### src/rtl/imem_fetch.sv
// imem_fetch: instruction fetch unit. Owns the program counter, issues reads
// to a one-cycle-latency synchronous instruction memory, buffers the returned
// words with their addresses in a small FIFO and presents the FIFO head to
// decode with a valid/ready handshake. A redirect flushes everything and
// restarts fetch at a new word-aligned address.

package pkg_parameters;
    parameter int IMEM_ADDR_WIDTH = 32;
    parameter int IMEM_DATA_WIDTH = 32;
endpackage

module imem_fetch #(
    parameter int IMEM_ADDR_WIDTH = pkg_parameters::IMEM_ADDR_WIDTH,
    parameter int IMEM_DATA_WIDTH = pkg_parameters::IMEM_DATA_WIDTH,
    parameter logic [IMEM_ADDR_WIDTH-1:0] RESET_PC = '0,
    parameter int FIFO_DEPTH = 2
) (
    input  logic                       clk,
    input  logic                       rst,
    output logic                       imem_ena,
    output logic [IMEM_ADDR_WIDTH-1:0] imem_addr,
    input  logic [IMEM_DATA_WIDTH-1:0] imem_dout,
    input  logic                       redirect_valid,
    input  logic [IMEM_ADDR_WIDTH-1:0] redirect_pc,
    output logic                       inst_valid,
    input  logic                       inst_ready,
    output logic [IMEM_DATA_WIDTH-1:0] inst_data,
    output logic [IMEM_ADDR_WIDTH-1:0] inst_pc
);

    localparam int PTR_W = $clog2(FIFO_DEPTH);
    // Occupancy math carries one spare bit so count + inflight never wraps.
    localparam int OCC_W = $clog2(FIFO_DEPTH) + 2;
    localparam logic [IMEM_ADDR_WIDTH-1:0] PC_STEP    = IMEM_ADDR_WIDTH'(IMEM_DATA_WIDTH / 8);
    localparam logic [IMEM_ADDR_WIDTH-1:0] ALIGN_MASK = ~IMEM_ADDR_WIDTH'(3);
    localparam logic [OCC_W-1:0]           DEPTH_OCC  = OCC_W'(FIFO_DEPTH);

    logic [IMEM_ADDR_WIDTH-1:0] pc;
    logic [IMEM_ADDR_WIDTH-1:0] inflight_pc;
    logic                       inflight;
    logic [OCC_W-1:0]           count;
    logic [PTR_W-1:0]           rd_ptr;
    logic [PTR_W-1:0]           wr_ptr;
    logic [IMEM_ADDR_WIDTH-1:0] fifo_pc   [FIFO_DEPTH];
    logic [IMEM_DATA_WIDTH-1:0] fifo_data [FIFO_DEPTH];

    logic                       pop;
    logic                       push;
    logic                       issue;
    logic [OCC_W-1:0]           occ_after_pop;

    function automatic logic [PTR_W-1:0] next_ptr(input logic [PTR_W-1:0] p);
        return (p == PTR_W'(FIFO_DEPTH - 1)) ? '0 : p + 1'b1;
    endfunction

    // Handshake and issue decisions. The pop term lets issue resume in the
    // same cycle decode frees a slot. pop implies count >= 1, so the
    // subtraction cannot underflow.
    assign inst_valid    = (count != '0);
    assign pop           = inst_valid & inst_ready;
    assign push          = inflight & ~redirect_valid;
    assign occ_after_pop = count + OCC_W'(inflight) - OCC_W'(pop);
    assign issue         = ~rst & ~redirect_valid & (occ_after_pop < DEPTH_OCC);

    assign imem_ena  = issue;
    assign imem_addr = pc;
    assign inst_data = fifo_data[rd_ptr];
    assign inst_pc   = fifo_pc[rd_ptr];

    // Program counter and in-flight tracking; redirect overrides issue.
    // NOTE: sequential state uses non-blocking assignments so every register
    // samples pre-edge values regardless of statement order.
    always_ff @(posedge clk or posedge rst) begin
        if (rst) begin
            pc          <= RESET_PC;
            inflight    <= 1'b0;
            inflight_pc <= '0;
        end else if (redirect_valid) begin
            pc       <= redirect_pc & ALIGN_MASK;
            inflight <= 1'b0;
        end else begin
            inflight <= issue;
            if (issue) begin
                pc          <= pc + PC_STEP;
                inflight_pc <= pc;
            end
        end
    end

    // FIFO pointers and occupancy; redirect empties the buffer.
    always_ff @(posedge clk or posedge rst) begin
        if (rst) begin
            count  <= '0;
            rd_ptr <= '0;
            wr_ptr <= '0;
        end else if (redirect_valid) begin
            count  <= '0;
            rd_ptr <= '0;
            wr_ptr <= '0;
        end else begin
            if (push) wr_ptr <= next_ptr(wr_ptr);
            if (pop)  rd_ptr <= next_ptr(rd_ptr);
            count <= count + OCC_W'(push) - OCC_W'(pop);
        end
    end

    // FIFO storage: captures {inflight_pc, imem_dout} on each accepted response.
    // NOTE: the storage is reset because inst_data/inst_pc are read straight
    // from it and must be zero out of reset; it is only FIFO_DEPTH entries.
    always_ff @(posedge clk or posedge rst) begin
        if (rst) begin
            for (int i = 0; i < FIFO_DEPTH; i++) begin
                fifo_pc[i]   <= '0;
                fifo_data[i] <= '0;
            end
        end else if (push) begin
            fifo_pc[wr_ptr]   <= inflight_pc;
            fifo_data[wr_ptr] <= imem_dout;
        end
    end

    // A push into a full buffer without a matching pop would lose a word.
    no_overflow: assert property (@(posedge clk) disable iff (rst)
        !(push && !pop && (count == DEPTH_OCC)));

endmodule

### config.mk
export PLATFORM = sky130hd
export DESIGN_NAME = imem_fetch
export DESIGN_NICKNAME = d
export VERILOG_FILES = /design/src/rtl/imem_fetch.sv
export SDC_FILE = /design/constraint.sdc
export NUM_CORES = 1
export LEC_CHECK = 0
export ABC_CLOCK_PERIOD_IN_PS = 6100
export BUFFER_PORTS_ARGS = -buffer_cell sky130_fd_sc_hd__clkbuf_2
export CORE_MARGIN = 8
export CORE_UTILIZATION = 50
export CTS_CLUSTER_SIZE = 12
export DETAILED_ROUTE_END_ITERATION = 7
export PLACE_DENSITY = 0.73
export SLEW_MARGIN = 5
export SYNTH_ARGS = -nofsm -noshare
export SYNTH_HDL_FRONTEND = slang
export SYNTH_SLANG_ARGS = --single-unit
### constraint.sdc
create_clock -name clk -period 6.1 [get_ports clk]
set_clock_uncertainty 0.2 [all_clocks]
set_input_delay 0.305 -clock clk [delete_from_list [all_inputs] [get_ports clk]]
set_output_delay 0.305 -clock clk [all_outputs]
set_load 0.03 [all_outputs]
## After elaboration in Yosys (flattened, before gate mapping)

Cells that the tools add are included.

| word-level totals | value |
|---|---|
| logic and storage cells | 55 |
| input bits | 68 |
| flip-flop bits (word level) | 198 |
| output and inout bits | 98 |

| cells by class | value |
|---|---|
| $add $sub $neg | 7 |
| bitwise operators | 8 |
| magnitude comparators | 4 |
| reduce and logical (&&, ||, !) cells | 6 |
| multiplexer cells | 20 |

Operators with widths:

| operator | count |
|---|---|
| $mux 32 | 9 |
| $bwmux 64 | 2 |
| $add 32x3->32 const B | 1 |
| $demux 32 s1 | 1 |
| $mux 1 | 7 |
| $add 3x1->3 | 2 |
| $reduce_bool 2->1 | 3 |
| $sub 3x1->3 | 2 |
| $and 1x1->1 | 4 |
| $ge 2x2->1 const B | 2 |
| $not 1->2 | 2 |
| $lt 3x2->1 const B | 1 |
| $mux 3 | 1 |
| $reduce_bool 3->1 | 1 |
| $add 1x1->1 const B | 2 |
| $lt 2x1->1 const B | 1 |
| $not 1->1 | 2 |
| $reduce_and 2->1 | 1 |
| $logic_and 1x1->1 | 1 |

## Logic depth before layout (Yosys ltp)

Gate-level depths: netlist (run 1).

| logic depth | value |
|---|---|
| word-level depth | 7 |
| depth in mapped cells | 13 |
| depth with buffers taken out | 10 |

## Worst setup path before layout (run 1)

Ideal clock, no wire load.

| path | value |
|---|---|
| path type | flip-flop to output port |
| start point | register count[1] |
| end point | output port imem_ena |
| path buffers | 3 |
| slack | 2.228 ns |
| data arrival time | 3.367 ns |
| stages on the path, launching flop included | 12 |
| required time | 5.595 ns |
| cells stage by stage | dfrtp_1 > buf_2 > or3_1 > and2_1 > ha_1 > nand2b_1 > fa_1 > nor3b_1 > nand2_2 > clkbuf_1 > buf_1 > inv_1 |

| between the ends | value |
|---|---|
| word-level cells in the longest chain between the ends | 5 |
| elaborated cells on any way between the ends | 6 |
| classes of those cells | add/sub: 2; order compare: 1; bitwise: 2; reduce/logical: 1 |

Ends and longest elaborated chain:

| item | RTL line | source |
|---|---|---|
| start, declared | 41 | `logic [OCC_W-1:0] count;` |
| start signal, assigned | 103 | `count <= count + OCC_W'(push) - OCC_W'(pop);` |
| $reduce_bool 3->1 | 59 | `assign inst_valid = (count != '0);` |
| net inst_valid | 25 | `output logic inst_valid,` |
| $and 1x1->1 | 60 | `assign pop = inst_valid & inst_ready;` |
| $sub 3x1->3 | 62 | `assign occ_after_pop = count + OCC_W'(inflight) - OCC_W'(pop);` |
| $lt 3x2->1 | 63 | `assign issue = ~rst & ~redirect_valid & (occ_after_pop < DEPTH_OCC);` |
| $and 1x1->1 | 63 |  |
| end, declared | 20 | `output logic imem_ena,` |

The timed path passes the listed nets, and every way through them passes these cells.

## Worst setup path in the final report (run 1)

| path | value |
|---|---|
| start point | register count[1] |
| end point | register pc[2], in the netlist imem_addr[2] |

| between the ends | value |
|---|---|
| word-level cells in the longest chain between the ends | 6 |
| elaborated cells on any way between the ends | 7 |
| classes of those cells | add/sub: 2; order compare: 1; bitwise: 2; reduce/logical: 2 |

Ends and longest elaborated chain:

| item | RTL line | source |
|---|---|---|
| branches (longest 2 deep; another with $add 3x1->3) | -- |  |
| $sub 3x1->3 * | 62 |  |
| $lt 3x2->1 * | 63 |  |
| $and 1x1->1 * | 63 |  |
| $reduce_bool 2->1 (no line) * | -- |  |
| end signal, assigned | 79 | `pc <= redirect_pc & ALIGN_MASK;` |
| end signal, assigned | 84 | `pc <= pc + PC_STEP;` |
| end, declared | 38 | `logic [IMEM_ADDR_WIDTH-1:0] pc;` |

Every way passes the cells marked *.
A chain may end at the register's enable or synchronous reset.

==> results of run 1 <==
cell usage after synthesis (2+ instances only):
cell / count
buf_1: 8
buf_4: 4
nand2_2: 2
a221o_1: 4
a31o_2: 2
nand2_1: 115
or4_1: 5
nand4b_1: 2
a21oi_1: 2
and2_1: 3
inv_1: 11
nor3_1: 6
o311ai_0: 26
and3_1: 2
dfrtp_1: 190
xnor2_1: 5
a21o_1: 3
and4_1: 2
buf_2: 4
nand2b_1: 4
clkbuf_2: 2
a211o_1: 2
nor3b_1: 2
o31ai_1: 2
nor2_1: 7
o211ai_1: 3
ha_1: 4
mux2_2: 186
clkbuf_1: 22
nor4_1: 8
a22oi_1: 5
nand3_1: 15
buf_6: 2
nand4_1: 9
fa_1: 2
nor2b_1: 4
o21ai_0: 10
final timing paths:
| kind | from | cells after the start | end |
|---|---|---|---|
| worst min-delay path | inst_ready | 4 | rd_ptr$_DFFE_PP0P_ |
| worst max register to register | count[1]$_DFF_PP0_ | 11 | imem_addr[2]$_DFFE_PP0P_ |
| min in group asynchronous | rst | 3 | rd_ptr$_DFFE_PP0P_ |
| worst min register to register | fifo_pc[37]$_DFFE_PP0P_ | 1 | fifo_pc[37]$_DFFE_PP0P_ |
| worst max-delay path | count[1]$_DFF_PP0_ | 11 | imem_addr[2]$_DFFE_PP0P_ |
| max in group asynchronous | rst | 4 | fifo_data[1]$_DFFE_PP0P_ |
final cells by class:
cell class	instances	area share
clock buffers	20	0.0428
clock inverters	12	0.0141
inverters	12	0.00459
multi-input cells	461	0.344
flip-flops and latches	190	0.436
well taps	225	0.0258
repair buffers	226	0.133
layout by cell type, fill, tap and decap left out, types with 3 or more instances in the layout:
cell type / synthesis / routed
a21o_1: 3 / 3
a221o_1: 4 / 4
a22oi_1: 5 / 5
and2_1: 3 / 3
buf_4: 4 / 5
bufinv_16: 0 / 3
clkbuf_16: 0 / 17
clkbuf_2: 2 / 159
clkbuf_8: 0 / 3
clkinv_2: 0 / 4
conb_1: 1 / 4
dfrtp_1: 190 / 189
dlygate4sd3_1: 0 / 62
ha_1: 4 / 4
inv_1: 11 / 10
inv_6: 0 / 5
mux2_2: 186 / 186
nand2_1: 115 / 115
nand2b_1: 4 / 4
nand3_1: 15 / 14
nand4_1: 9 / 9
nor2_1: 7 / 6
nor2b_1: 4 / 4
nor3_1: 6 / 6
nor4_1: 8 / 8
o211ai_1: 3 / 3
o21ai_0: 10 / 10
o311ai_0: 26 / 26
or4_1: 5 / 5
xnor2_1: 5 / 5
cells by family (layout without fill, tap and decap cells):
kind of cell             count (synthesis)  in the layout  synth area share
AO/OA/AOI/OAI                           64             64            0.0579
adder cells (fa/ha/maj)                  6              6            0.0103
flip-flops                             190            190             0.546
multiplexers                           186            186             0.240
XOR/XNOR                                 7              7            0.0105
other                                    1              4          0.000430
buffers and inverters                   54            270            0.0276
AND/OR/NAND/NOR                        194            194             0.107
metal layers:
layer	GRT usage	routed length (um)	up-vias
met5	0	0	-
met4	0.0831	493	0
met2	0.313	10100	230
met3	0.0492	1240	37
met1	0.267	9550	3138
li1	-	-	2947
worst min-delay path, stage by stage:
cell,delay (ns)
clkbuf_2,0.07
and2_1,0.18
xnor2_1,0.08
nor2_1,0.08
power by group through the flow:
stage	Clock, mW	Combinational (mW)	Sequential (mW)
2_1_floorplan	0	1.71	2.07
3_3_place_gp	0	2.23	2.11
3_5_place_dp	0	2.27	2.13
4_1_cts	1.19	2.31	2.11
5_1_grt	1.25	2.48	2.19
6_report	1.17	2.30	2.12
timing repair:
| action | in CTS | in global routing |
|---|---|---|
| setup buffers | 0 | 0 |
| hold buffers | 62 | 0 |
| resized for setup | 0 | 0 |
| endpoints found under the hold margin | 208 | 0 |
sequential cells by signal (all words and copies together) (netlist names):
name and flops:
fifo_data 64, fifo_pc 60, imem_addr 30, inflight_pc 30
count 3, inflight 1, rd_ptr 1, wr_ptr 1
==> results by group, run 1 <==
Layout
  – Register Area: 0.00476 mm2
  – Post-route design area: 0.0109 mm2
  – Fillers: 1318
  – Util after Layout: 0.635
  – P&R area growth vs syn: 25.2%
  – Non-Filler Instances: 1146
  – Multi-input gate area: 0.00375 mm2
  – # diodes: 0
  – Layout cells sized above 1: 0.431
  – Fin nets: 982

Clock network
  – TritonCTS Sinks: 190
  – Clock slew at reported path FFs: 0.07 ns
  – TritonCTS Buffers: 17
  – Root Buffer: clkbuf_16
  – CTS tree: built
  – Clock Path Buffers: 2
  – Clk_lat worst skew: 0.43 ns
  – H-tree lvl count: 4

Synthesis
  – Most used DFF post-synth: dfrtp_1
  – Post-Syn Area: 0.00871 mm2
  – Flops & latches, synth: 190
  – EDFF count, synth: 0
  – Post-synth top area cell: dfrtp_1
  – Synth Area per Inst: 12.4 um2
  – Library cells used by synthesis: 54
  – Sequential area share after synthesis: 0.546
  – Asr flop ratio synth: 1.00
  – Mapped Cells: 702
  – Top-area cell type share of the netlist area: 0.546
  – Area contributors post-synth: dfrtp_1 55%, mux2_2 24%, nand2_1 5.0%, o311ai_0 2.6%, clkbuf_1 0.95%
  – Yosys warnings: 0

Worst setup path
  – Crit-path max FO: 25
  – Cell family with most CP delay: simple AND/OR/NAND/NOR gates
  – Setup crit start kind: flop
  – CP max stage delay: 0.60 ns
  – Req. time, crit path: 6.17 ns
  – Crit path cell chain: or3_1, and2_1, ha_1, nand2b_1, fa_1, nor3b_1, nand2_2, inv_1, buf_4, xnor2_1, o21ai_0
  – Reg2reg setup slack: 1.64 ns
  – Crit Path Category: reg -> reg
  – Setup crit end kind: flop
  – Crit path buf inv count: 2
  – Critical-path top delay cell: inv_1
  – Crit path DAT: 4.52 ns

Floorplan
  – Core footprint: 0.0172 mm2
  – Die width: 148 um
  – Effective utilization at floorplan: 0.507
  – # rows: 48
  – Total Die Area: 0.0219 mm2
  – IO Count: 166
  – Die Ht: 148 um

Drt
  – Post-route antenna net violation count: 0
  – First DRT Iteration DRCs: 503
  – Drt drc: 0
  – DR vias: 6352
  – Drt wl/cell: 18.6 um
  – Routed vias/inst: 5.54
  – TritonRoute pass-1 iters: 5
  – Final wirelength: 21400 um

Pwr
  – Leak pwr: 5.27 nW
  – Switching Fraction: 0.389
  – Internal power: 3.41 mW
  – Clock network fraction of total power: 0.209
  – Pwr Density: 511 mW/mm2
  – Peak supply drop: 0.000277 V
  – Sequential power share: 0.379
  – Pwr Total: 5.58 mW
  – Comb pwr share: 0.412
  – Switch Pwr: 2.17 mW

Timing
  – F_max: 0.224 GHz
  – Setup TNS: 0 ns
  – Max-slew headroom: 0.308
  – Final period util: 0.731
  – Fin. max-slew vios: 0
  – Final setup viols: 0
  – Final worst setup slack: 1.64 ns
  – Final hold slack: 0.133 ns
  – Worst Tran Pin Value: 1.03 ns
  – Final hold violation count: 0
  – RSZ-0062 raised after global routing: no
  – Crit path time final: 4.46 ns

Placed design
  – Input/output buffers: 159
  – Worst slack, placed: 1.68 ns
  – DP HPWL: 13500 um
  – Routability cong.: 0.793
  – DP Cell Count: 1052
  – Post-place instance area: 0.00967 mm2

Job
  – Max-cap violations: 0

Run status
  – Status: finished clean

GRT
  – Maximum number of pins on one net before global-route repair: 117
  – Gr usage total: 0.202
  – First-pass GRT wire length: 35400 um
  – Initial antenna violation count: 0
  – Number of global-route vias before repair: 6596
  – GR Overflow Total: 0

Hold path
  – Worst min path class: in -> reg
No activity file was read; power rests on OpenSTA's default activity.
==> inputs of run 2 (changes only) <==
Settings changed: ABC_CLOCK_PERIOD_IN_PS 6100 to 4300.
Clock period 6.1 ns to 4.3 ns, I/O delays scaled along.
==> results by group, run 2 (synthesis gave the netlist of run 1 again) <==
Run status
  – Status: finished clean

Pwr
  – Sequential power share: 0.383
  – Internal power: 4.79 mW
  – Leak pwr: 5.28 nW
  – Comb pwr share: 0.417
  – Pwr Total: 7.88 mW
  – Switch Pwr: 3.09 mW
  – Pwr Density: 719 mW/mm2
  – Peak supply drop: 0.000395 V
  – Switching Fraction: 0.392
  – Clock network fraction of total power: 0.200

Floorplan
  – Die width: 148 um
  – Die Ht: 148 um
  – Total Die Area: 0.0219 mm2
  – Core footprint: 0.0172 mm2
  – Effective utilization at floorplan: 0.507
  – # rows: 48
  – IO Count: 166

Layout
  – Fillers: 1363
  – Fin nets: 990
  – Top reg by flops: fifo_data
  – # diodes: 0
  – Biggest regs: fifo_data (64), fifo_pc (60)
  – Layout cells sized above 1: 0.434
  – Post-route design area: 0.0110 mm2
  – Largest register FFs: 64
  – Most common cell after layout, fill and taps aside: dfrtp_1
  – P&R area growth vs syn: 25.8%
  – Non-Filler Instances: 1153
  – Commonest cells after routing, fill and taps aside: 189 x dfrtp_1, 186 x mux2_2, 159 x clkbuf_2, 115 x nand2_1, 62 x dlygate4sd3_1

Placed design
  – Input/output buffers: 159
  – DP Cell Count: 1060
  – DP HPWL: 13800 um
  – Post-place instance area: 0.00976 mm2
  – Routability cong.: 0.829

Drt
  – DR vias: 6340
  – Routed vias/inst: 5.50
  – Final wirelength: 21400 um
  – Drt wl/cell: 18.6 um
  – Post-route antenna net violation count: 0
  – Drt drc: 0
  – TritonRoute pass-1 iters: 5
  – First DRT Iteration DRCs: 299

Timing
  – Final hold slack: 0.0574 ns
  – Worst Tran Pin Value: 1.02 ns
  – Setup TNS: 0 ns
  – F_max: 0.246 GHz
  – Max-slew headroom: 0.318
  – Crit path time final: 4.06 ns
  – Final hold violation count: 0
  – RSZ-0062 raised after global routing: no
  – Fin. max-slew vios: 0
  – Final period util: 0.944
  – Final setup viols: 0

Worst setup path
  – Critical-path top delay cell: fa_1
  – Req. time, crit path: 3.88 ns
  – Setup crit end kind: output port
  – Crit Path Category: reg -> out
  – Cell family with most CP delay: simple AND/OR/NAND/NOR gates
  – CP max stage delay: 0.53 ns
  – Crit path top cell by count: buf_4
  – Crit path buf inv count: 4
  – Crit path DAT: 3.64 ns
  – Crit path cell chain: or3_1, and2_1, ha_1, nand2b_1, fa_1, nor3b_1, buf_4, nand2_2, buf_4, inv_1, clkbuf_2
  – Crit-path max FO: 23
  – Setup crit start kind: flop

GRT
  – Met2 Track Usage GR: 0.311
  – Grt met3 use: 0.0443
  – GR Overflow Total: 0
  – Met1 usage: 0.269
  – Gr usage total: 0.200
  – Initial antenna violation count: 0
  – Top Usage Layer GRT: met2
  – Number of global-route vias before repair: 6598
  – Maximum number of pins on one net before global-route repair: 143
  – First-pass GRT wire length: 35400 um

Clock network
  – H-tree lvl count: 4
  – Post-cts resize count: 0
  – Root Buffer: clkbuf_16
  – Clock slew at reported path FFs: 0.06 ns
  – Clk_lat worst skew: 0.43 ns
  – Clock Path Buffers: 2
  – Post-CTS Setup Bufs: 0
  – TritonCTS Buffers: 17
  – CTS Hold Bufs: 62
  – TritonCTS Sinks: 190
  – CTS tree: built

Job
  – Max-cap violations: 0

Hold path
  – Worst min path class: in -> reg
run 2: changes by cell type in the layout (fill, tap and decap cells not counted):
cell        before  now
buf_4            5   11
clkbuf_1         0    1
clkinvlp_4       0    4
buf_12           0    2
bufinv_16        3    2
clkinv_4         1    2
clkbuf_8         3    2
inv_6            5    3
clkinv_2         4    1
run 2: cell type report:
type	instances	area [um2]	share of cell area
Sequential cell	190	4760	0.434
Multi-Input combinational cell	461	3750	0.342
Timing Repair Buffer	234	1540	0.140
Clock buffer	20	457	0.0417
Tap cell	225	282	0.0257
Clock inverter	11	131	0.0120
Inverter	12	48.8	0.00445
run 2: metal layers:
metal	vias up	share of wire
met5	-	0
met4	0	0.025
met3	38	0.058
met2	214	0.47
met1	3121	0.45
li1	2967	-
run 2: path summary, 6_finish.rpt:
| kind | start | to | slack, ns | depth (start not counted) |
|---|---|---|---|---|
| setup / recovery | count[1]$_DFF_PP0_ | imem_ena | 0.24 | 11 |
| hold / removal | inst_ready | rd_ptr$_DFFE_PP0P_ | 0.06 | 4 |
| setup reg to reg | count[1]$_DFF_PP0_ | imem_addr[21]$_DFFE_PP0P_ | 0.44 | 9 |
| hold reg to reg | inflight_pc[11]$_DFFE_PP0P_ | inflight_pc[11]$_DFFE_PP0P_ | 0.30 | 2 |
| max in group asynchronous | rst | fifo_pc[59]$_DFFE_PP0P_ | 2.92 | 4 |
| min in group asynchronous | rst | inflight$_DFF_PP0_ | 0.39 | 4 |
run 2: metrics by stage:
step,setup slack [ns],utilization
floorplan,0.518,-
global placement,0.539,0.568
detailed placement,0.454,0.568
CTS,0.215,0.638
global route,0.0439,0.638
finish,0.241,0.638
run 2: power by group through the flow:
| stage | registers (mW) | logic [mW] | clock network (mW) |
|---|---|---|---|
| after floorplan | 2.94 | 2.43 | 0 |
| after global placement | 3.02 | 3.19 | 0 |
| after detailed placement | 3.05 | 3.24 | 0 |
| after CTS | 3.02 | 3.31 | 1.61 |
| after global routing | 3.12 | 3.54 | 1.68 |
| final | 3.02 | 3.28 | 1.58 |
run 2: worst min-delay path, stage by stage:
cell and delay (ns):
clkbuf_2 0.08, and2_1 0.19, xnor2_1 0.08, nor2_1 0.08
